==> config.mk <==
export PLATFORM = sky130hd
export DESIGN_NAME = spi_txn_sequencer_flat
export DESIGN_NICKNAME = d
export VERILOG_FILES = /design/src/rtl/spi_txn_sequencer_if.sv /design/src/rtl/spi_txn_sequencer.sv /design/src/flat_wrapper.sv
export SDC_FILE = /design/constraint.sdc
export NUM_CORES = 1
export LEC_CHECK = 0
export ABC_CLOCK_PERIOD_IN_PS = 3210
export BUFFER_PORTS_ARGS = -buffer_cell sky130_fd_sc_hd__buf_2
export CELL_PAD_IN_SITES_DETAIL_PLACEMENT = 1
export CELL_PAD_IN_SITES_GLOBAL_PLACEMENT = 1
export CORE_ASPECT_RATIO = 0.9
export CORE_MARGIN = 2
export CORE_UTILIZATION = 46
export CTS_BUF_LIST = sky130_fd_sc_hd__clkbuf_4 sky130_fd_sc_hd__clkbuf_8 sky130_fd_sc_hd__clkbuf_16
export CTS_CLUSTER_DIAMETER = 100
export DETAILED_ROUTE_END_ITERATION = 6
export PLACE_DENSITY_LB_ADDON = 0.1
export SLEW_MARGIN = 20
export SYNTH_ARGS = -nofsm -noshare
export SYNTH_HDL_FRONTEND = slang
export SYNTH_SLANG_ARGS = --single-unit
==> constraint.sdc <==
create_clock -name clk -period 3.21 [get_ports clk]
set_input_delay 0.1605 -clock clk [delete_from_list [all_inputs] [get_ports clk]]
set_output_delay 0.1605 -clock clk [all_outputs]
set_load 0.1 [all_outputs]
==> src/rtl/spi_txn_sequencer_if.sv <==
// spi_txn_sequencer_if
//   Signal bundle between the host, spi_txn_sequencer and the SPI controller.
//   Host TX push : wr_valid, wr_data, wr_ready
//   Control      : start, len, busy, done, err
//   Host RX pop  : rd_valid, rd_data, rd_ready
//   Controller   : ctrl_tx_count, ctrl_tx_byte, ctrl_tx_dv, ctrl_tx_ready,
//                  ctrl_rx_dv, ctrl_rx_byte, ctrl_rx_count
//   Modports: slave  = sequencer view
//             master = host + controller view
interface spi_txn_sequencer_if #(
   parameter int MAX_BYTES_PER_CS = 2
) ();
   localparam int CW = $clog2(MAX_BYTES_PER_CS + 1);

   logic          wr_valid;
   logic [7:0]    wr_data;
   logic          wr_ready;
   logic          start;
   logic [CW-1:0] len;
   logic          busy;
   logic          done;
   logic          err;
   logic          rd_valid;
   logic [7:0]    rd_data;
   logic          rd_ready;
   logic [CW-1:0] ctrl_tx_count;
   logic [7:0]    ctrl_tx_byte;
   logic          ctrl_tx_dv;
   logic          ctrl_tx_ready;
   logic          ctrl_rx_dv;
   logic [7:0]    ctrl_rx_byte;
   logic [CW-1:0] ctrl_rx_count;

   modport slave (
      input  wr_valid, wr_data, start, len, rd_ready,
             ctrl_tx_ready, ctrl_rx_dv, ctrl_rx_byte, ctrl_rx_count,
      output wr_ready, busy, done, err, rd_valid, rd_data,
             ctrl_tx_count, ctrl_tx_byte, ctrl_tx_dv
   );

   modport master (
      output wr_valid, wr_data, start, len, rd_ready,
             ctrl_tx_ready, ctrl_rx_dv, ctrl_rx_byte, ctrl_rx_count,
      input  wr_ready, busy, done, err, rd_valid, rd_data,
             ctrl_tx_count, ctrl_tx_byte, ctrl_tx_dv
   );
endinterface

==> src/rtl/spi_txn_sequencer.sv <==
// spi_txn_sequencer
//   Buffers host TX bytes, runs a multi-byte chip-select transaction on a
//   single start pulse by driving the controller tx_count/tx_byte/tx_dv
//   handshake byte by byte, and collects every received byte into an RX FIFO.
//   Ports:
//     clk  - single clock shared with the SPI controller
//     rst  - asynchronous active-high reset
//     bus  - spi_txn_sequencer_if.slave (host push/pop, start/len,
//            busy/done/err, controller handshake)
//   Optional build macro:
//     SPI_SEQ_RX_COUNT_CHECK_EN - compare ctrl_rx_count with the byte index on
//     every received byte and pulse err on mismatch.
module spi_txn_sequencer #(
   parameter int MAX_BYTES_PER_CS = 2,
   parameter int FIFO_DEPTH       = 8
) (
   input logic                clk,
   input logic                rst,
   spi_txn_sequencer_if.slave bus
);
   localparam int CW = $clog2(MAX_BYTES_PER_CS + 1);
   localparam int AW = $clog2(FIFO_DEPTH);
   localparam int PW = AW + 1;                 // pointer width incl. wrap bit
   localparam int XW = (PW > CW) ? PW : CW;    // common width for accept compares
   localparam logic [XW-1:0] MAX_LEN_X = XW'(MAX_BYTES_PER_CS);
   localparam logic [XW-1:0] DEPTH_X   = XW'(FIFO_DEPTH);
   localparam logic [PW-1:0] DEPTH_P   = PW'(FIFO_DEPTH);

   typedef enum logic [2:0] {IDLE, WAIT_RDY, SEND, WAIT_RX, FINISH} state_e;
   state_e state_q, state_d;

   logic [7:0]    tx_mem_q [FIFO_DEPTH];
   logic [7:0]    rx_mem_q [FIFO_DEPTH];
   logic [PW-1:0] tx_wr_q, tx_rd_q, tx_occ;
   logic [PW-1:0] rx_wr_q, rx_rd_q, rx_occ;
   logic          tx_full, tx_push, tx_pop;
   logic          rx_empty, rx_push, rx_pop;

   logic [CW-1:0] len_q, len_d, idx_q, idx_d;
   logic [7:0]    tx_byte_q, tx_byte_d;
   logic          err_q, err_d;
   logic          accept, reject, count_bad;
   logic [XW-1:0] len_x, tx_occ_x, rx_free_x;

   // Occupancy wraps modulo 2*FIFO_DEPTH through the pointer width.
   assign tx_occ   = tx_wr_q - tx_rd_q;
   assign rx_occ   = rx_wr_q - rx_rd_q;
   assign tx_full  = (tx_occ == DEPTH_P);
   assign rx_empty = (rx_occ == '0);

   // A push while full is dropped even if the sequencer pops in the same cycle.
   assign tx_push = bus.wr_valid && !tx_full;
   assign tx_pop  = (state_q == WAIT_RDY) && bus.ctrl_tx_ready;
   // RX space is reserved at accept, so the push never overflows.
   assign rx_push = (state_q == WAIT_RX) && bus.ctrl_rx_dv;
   assign rx_pop  = bus.rd_ready && !rx_empty;

   assign len_x     = XW'(bus.len);
   assign tx_occ_x  = XW'(tx_occ);
   assign rx_free_x = DEPTH_X - XW'(rx_occ);

   assign accept = (state_q == IDLE) && bus.start &&
                   (len_x != '0) && (len_x <= MAX_LEN_X) &&
                   (tx_occ_x >= len_x) && (rx_free_x >= len_x);
   assign reject = (state_q == IDLE) && bus.start && !accept;

`ifdef SPI_SEQ_RX_COUNT_CHECK_EN
   assign count_bad = rx_push && (bus.ctrl_rx_count != idx_q);
`else
   logic unused_rx_count;
   assign unused_rx_count = ^bus.ctrl_rx_count;
   assign count_bad       = 1'b0;
`endif

   always_comb begin
      state_d   = state_q;
      len_d     = len_q;
      idx_d     = idx_q;
      tx_byte_d = tx_byte_q;
      err_d     = reject || count_bad;
      case (state_q)
         IDLE: begin
            if (accept) begin
               len_d   = bus.len;
               idx_d   = '0;
               state_d = WAIT_RDY;
            end
         end
         WAIT_RDY: begin
            if (bus.ctrl_tx_ready) begin
               tx_byte_d = tx_mem_q[tx_rd_q[AW-1:0]];
               state_d   = SEND;
            end
         end
         SEND: state_d = WAIT_RX;
         WAIT_RX: begin
            if (bus.ctrl_rx_dv) begin
               idx_d   = idx_q + CW'(1);
               state_d = (idx_q == len_q - CW'(1)) ? FINISH : WAIT_RDY;
            end
         end
         FINISH:  state_d = IDLE;
         default: state_d = IDLE;
      endcase
   end

   always_ff @(posedge clk or posedge rst) begin
      if (rst) state_q <= IDLE;
      else     state_q <= state_d;
   end

   always_ff @(posedge clk or posedge rst) begin
      if (rst) begin
         len_q     <= '0;
         idx_q     <= '0;
         tx_byte_q <= '0;
         err_q     <= 1'b0;
         tx_wr_q   <= '0;
         tx_rd_q   <= '0;
         rx_wr_q   <= '0;
         rx_rd_q   <= '0;
      end else begin
         len_q     <= len_d;
         idx_q     <= idx_d;
         tx_byte_q <= tx_byte_d;
         err_q     <= err_d;
         if (tx_push) tx_wr_q <= tx_wr_q + PW'(1);
         if (tx_pop)  tx_rd_q <= tx_rd_q + PW'(1);
         if (rx_push) rx_wr_q <= rx_wr_q + PW'(1);
         if (rx_pop)  rx_rd_q <= rx_rd_q + PW'(1);
      end
   end

   // Storage needs no reset: pointers define validity.
   always_ff @(posedge clk) begin
      if (tx_push) tx_mem_q[tx_wr_q[AW-1:0]] <= bus.wr_data;
      if (rx_push) rx_mem_q[rx_wr_q[AW-1:0]] <= bus.ctrl_rx_byte;
   end

   assign bus.wr_ready      = !tx_full;
   assign bus.busy          = (state_q != IDLE);
   assign bus.done          = (state_q == FINISH);
   assign bus.err           = err_q;
   assign bus.ctrl_tx_dv    = (state_q == SEND);
   assign bus.ctrl_tx_count = len_q;
   assign bus.ctrl_tx_byte  = tx_byte_q;
   assign bus.rd_valid      = !rx_empty;
   // Head is masked while empty so unwritten storage never shows after reset.
   assign bus.rd_data       = rx_empty ? '0 : rx_mem_q[rx_rd_q[AW-1:0]];
endmodule

==> src/flat_wrapper.sv <==
// flat-port wrapper written by rule: the top's interface ports become plain ports
module spi_txn_sequencer_flat 
#(
   parameter int MAX_BYTES_PER_CS = 2,
   parameter int FIFO_DEPTH       = 8
)
  (clk, rst, bus_wr_valid, bus_wr_data, bus_start, bus_len, bus_rd_ready, bus_ctrl_tx_ready, bus_ctrl_rx_dv, bus_ctrl_rx_byte, bus_ctrl_rx_count, bus_wr_ready, bus_busy, bus_done, bus_err, bus_rd_valid, bus_rd_data, bus_ctrl_tx_count, bus_ctrl_tx_byte, bus_ctrl_tx_dv);
  spi_txn_sequencer_if #(.MAX_BYTES_PER_CS(MAX_BYTES_PER_CS)) bus_i ();
  input logic clk;
  input logic rst;
  input wire logic [$bits(bus_i.wr_valid)-1:0] bus_wr_valid;
  input wire logic [$bits(bus_i.wr_data)-1:0] bus_wr_data;
  input wire logic [$bits(bus_i.start)-1:0] bus_start;
  input wire logic [$bits(bus_i.len)-1:0] bus_len;
  input wire logic [$bits(bus_i.rd_ready)-1:0] bus_rd_ready;
  input wire logic [$bits(bus_i.ctrl_tx_ready)-1:0] bus_ctrl_tx_ready;
  input wire logic [$bits(bus_i.ctrl_rx_dv)-1:0] bus_ctrl_rx_dv;
  input wire logic [$bits(bus_i.ctrl_rx_byte)-1:0] bus_ctrl_rx_byte;
  input wire logic [$bits(bus_i.ctrl_rx_count)-1:0] bus_ctrl_rx_count;
  output wire logic [$bits(bus_i.wr_ready)-1:0] bus_wr_ready;
  output wire logic [$bits(bus_i.busy)-1:0] bus_busy;
  output wire logic [$bits(bus_i.done)-1:0] bus_done;
  output wire logic [$bits(bus_i.err)-1:0] bus_err;
  output wire logic [$bits(bus_i.rd_valid)-1:0] bus_rd_valid;
  output wire logic [$bits(bus_i.rd_data)-1:0] bus_rd_data;
  output wire logic [$bits(bus_i.ctrl_tx_count)-1:0] bus_ctrl_tx_count;
  output wire logic [$bits(bus_i.ctrl_tx_byte)-1:0] bus_ctrl_tx_byte;
  output wire logic [$bits(bus_i.ctrl_tx_dv)-1:0] bus_ctrl_tx_dv;
  assign bus_i.wr_valid = bus_wr_valid;
  assign bus_i.wr_data = bus_wr_data;
  assign bus_i.start = bus_start;
  assign bus_i.len = bus_len;
  assign bus_i.rd_ready = bus_rd_ready;
  assign bus_i.ctrl_tx_ready = bus_ctrl_tx_ready;
  assign bus_i.ctrl_rx_dv = bus_ctrl_rx_dv;
  assign bus_i.ctrl_rx_byte = bus_ctrl_rx_byte;
  assign bus_i.ctrl_rx_count = bus_ctrl_rx_count;
  assign bus_wr_ready = bus_i.wr_ready;
  assign bus_busy = bus_i.busy;
  assign bus_done = bus_i.done;
  assign bus_err = bus_i.err;
  assign bus_rd_valid = bus_i.rd_valid;
  assign bus_rd_data = bus_i.rd_data;
  assign bus_ctrl_tx_count = bus_i.ctrl_tx_count;
  assign bus_ctrl_tx_byte = bus_i.ctrl_tx_byte;
  assign bus_ctrl_tx_dv = bus_i.ctrl_tx_dv;
  spi_txn_sequencer #(.MAX_BYTES_PER_CS(MAX_BYTES_PER_CS), .FIFO_DEPTH(FIFO_DEPTH)) u_core (.clk(clk), .rst(rst), .bus(bus_i));
endmodule
==> results by group <==
Outcome
  • Status: finished, final reports clean

Floorplan
  • Row count: 41
  • Die width: 131 um
  • Die Y: 118 um
  • Die area: 0.0155 mm2
  • CORE AREA: 0.0141 mm2
  • I/O pins: 51
  • Starting Density: 47.4%

Setup path
  • Delay-heaviest family, CP: adder cells
  • CP required: 3.05 ns
  • CP startpoint kind: flip-flop
  • Most Frequent Cell on Critical Path: ha_1
  • CP max stage delay: 0.46 ns
  • CP Buf/Inv Count: 3
  • Crit. End Element: output pin
  • Worst-path cell with the longest stage delay: dfrtp_1
  • CP cell instances: inv_1, ha_1, fa_1, ha_1, nand2_1, nor3_1, buf_4, a21oi_1, buf_2
  • CP max FO: 12
  • Data arrival, critical path: 2.88 ns
  • WS Path Type: flip-flop to output pin

Clocking
  • Clock buffer depth: 2
  • CTS root buf: clkbuf_16
  • TritonCTS Buffers: 17
  • Skew-Pair Late Insertion Delay: 0.44 ns
  • CTS H-tree depth: 4
  • CTS clock-pin slew for the worst setup and hold paths: 0.06 ns
  • CTS tree: done
  • Post-CTS Resized: 0
  • Num Clock Sinks: 160

Placement
  • GPL Wtd Cong: 0.705
  • Dpl cell area: 0.00738 mm2
  • Dpl hpwl: 9.05 mm
  • # port buffers: 48
  • Pre-CTS WS: 0.291 ns

Finish
  • Fraction of layout cells with a size suffix above 1: 30.4%
  • Antenna cell count: 0
  • Register Area: 0.00464 mm2
  • Fin nets: 537
  • Area of the multi-input gates: 0.00199 mm2
  • Design area: 0.00805 mm2
  • Fillers: 1327
  • P&R area growth vs syn: 20.5%

STA
  • Minimum clock period: 3.04 ns
  • RSZ-0062 raised after global routing: no
  • Period utilization: 94.8%
  • Worst setup margin: 0.166 ns
  • Setup TNS: 0 ns
  • Max-slew headroom: 64.1%
  • Worst hold-check slack: 0.0103 ns
  • Slew Viols, Final: 0
  • Endpoints failing hold: 0
  • Final worst clock skew: 0.00990 ns
  • F_max: 0.329 GHz
  • Final setup violation count: 0
  • Worst Tran Pin Value: 0.537 ns

Synthesis
  • Register area share after synthesis: 69.5%
  • Post-synth EDFFs: 128
  • Mapped Nets: 449
  • Top_reg_cell synth: edfxtp_1
  • Avg Cell Area, Syn: 16.5 um2
  • Post-Syn Instances: 405
  • Seq cells post-synth: 160
  • Synth Warn #: 0
  • Cell Area, Synth: 0.00668 mm2
  • Async S/R FF share, synth: 20.0%
  • Count of cell types in the netlist: 43

Global routing
  • Overflow after GRT: 0
  • Total track usage: 19.8%
  • Largest net degree at the start of global routing: 22
  • Initial antenna violation count: 0
  • Vias in the first global route: 3987
  • First-pass GRT wire length: 22.2 mm

Detailed routing
  • Drt pass-1 iters: 4
  • Starting DRT DRC Count: 211
  • Vias: 3703
  • Antenna-violating nets left: 0
  • DRC viols: 0
  • Routed length per placed instance: 19.8 um
  • Vias per inst: 5.30
  • Routed WL: 13.8 mm

Min path
  • Worst hold path type: input port to flip-flop

Run
  • Maxcap violations: 0
[cells in the final DEF, fill, tap and decap left out, types with 3 or more instances in the layout]
| cell type | synthesis | layout |
|---|---|---|
| dlygate4sd3_1 | 0 | 9 |
| ha_1 | 15 | 15 |
| dfrtp_1 | 32 | 32 |
| inv_1 | 13 | 13 |
| nor3_2 | 0 | 3 |
| xnor2_1 | 13 | 13 |
| xor2_1 | 5 | 5 |
| a21oi_1 | 12 | 12 |
| nor2_1 | 17 | 17 |
| nor3b_1 | 6 | 5 |
| nand2_1 | 51 | 51 |
| clkbuf_16 | 0 | 17 |
| buf_4 | 0 | 28 |
| o21ai_0 | 4 | 4 |
| nor3_1 | 10 | 6 |
| nand2b_1 | 6 | 6 |
| a31oi_1 | 8 | 8 |
| buf_2 | 4 | 48 |
| edfxtp_1 | 128 | 128 |
| clkinv_1 | 2 | 4 |
| clkinvlp_4 | 0 | 3 |
| clkinv_4 | 0 | 3 |
| mux4_2 | 32 | 32 |
[metal layers]
metal	GRT usage, %	vias up	part of all wire [%]
met5	0	-	0
met4	6.18	0	1.4
met3	5.02	16	3.5
met2	33.1	61	51
met1	25.5	1912	44
li1	-	1714	-
[final cells by class]
class,instances,area share [%]
inverter,15,0.699
sequential,160,57.7
clock inverter,13,1.73
clock buffer,19,5.47
multi-input combinational,214,24.7
timing repair buffer,85,6.71
tap,193,3.00
[state kept, by name (all words and copies together) (netlist names)]
name and count:
u_core.tx_mem_q 64, u_core.bus.ctrl_tx_byte 8, u_core.state_q 3, u_core.rx_wr_q 4, u_core.idx_q 2, u_core.bus.err 1
u_core.tx_wr_q 4, u_core.bus.ctrl_tx_count 2, u_core.rx_rd_q 4, u_core.tx_rd_q 4, u_core.rx_mem_q 64
[synthesized netlist by cell type, drive strengths merged, types with 9 or more instances]
cell type / instances / area (um2)
a21oi: 13 / 68.8
a31oi: 9 / 62.6
clkbuf: 11 / 41.3
dfrtp: 32 / 801
edfxtp: 128 / 3840
ha: 15 / 188
inv: 13 / 48.8
mux4: 32 / 721
nand2: 51 / 191
nor2: 17 / 63.8
nor3: 10 / 50.1
xnor2: 13 / 114
[stage by stage]
step	util, %	instances
2_1_floorplan	-	405
3_3_place_gp	52.3	658
3_5_place_dp	52.3	658
4_1_cts	57.1	699
5_1_grt	57.1	699
6_report	57.1	699
[logic make-up after synthesis]
kind of cell	share of synthesized area, %
AO/OA/AOI/OAI	3.48
adder cells (fa/ha/maj)	3.41
multiplexers	11.6
AND/OR/NAND/NOR	7.44
flip-flops	69.5
XOR/XNOR	2.72
buffers and inverters	1.82
[path summary, 6_finish.rpt]
| kind | start | slack (ns) | cells past startpoint | to |
|---|---|---|---|---|
| max | u_core.rx_wr_q[0] | 0.17 | 9 | bus_rd_data[0] |
| min | bus_wr_data[6] | 0.01 | 1 | u_core.tx_mem_q[5][6] |
| max reg2reg | u_core.rx_wr_q[0] | 0.30 | 8 | u_core.bus.ctrl_tx_count[0] |
| min reg2reg | u_core.rx_rd_q[3] | 0.49 | 1 | u_core.rx_rd_q[3] |
| max in group asynchronous | rst | 2.21 | 4 | u_core.bus.ctrl_tx_byte[2] |
| min in group asynchronous | rst | 0.29 | 3 | u_core.rx_rd_q[3] |
[what timing repair did]
action                    in CTS  in global routing
hold endpoints to repair      58                  0
setup buffers                  0                  0
hold buffers                   9                  0
Power is left out: the tool's default activity adds up to more than one toggle a clock period on the data nets, which glitch-free logic cannot reach.
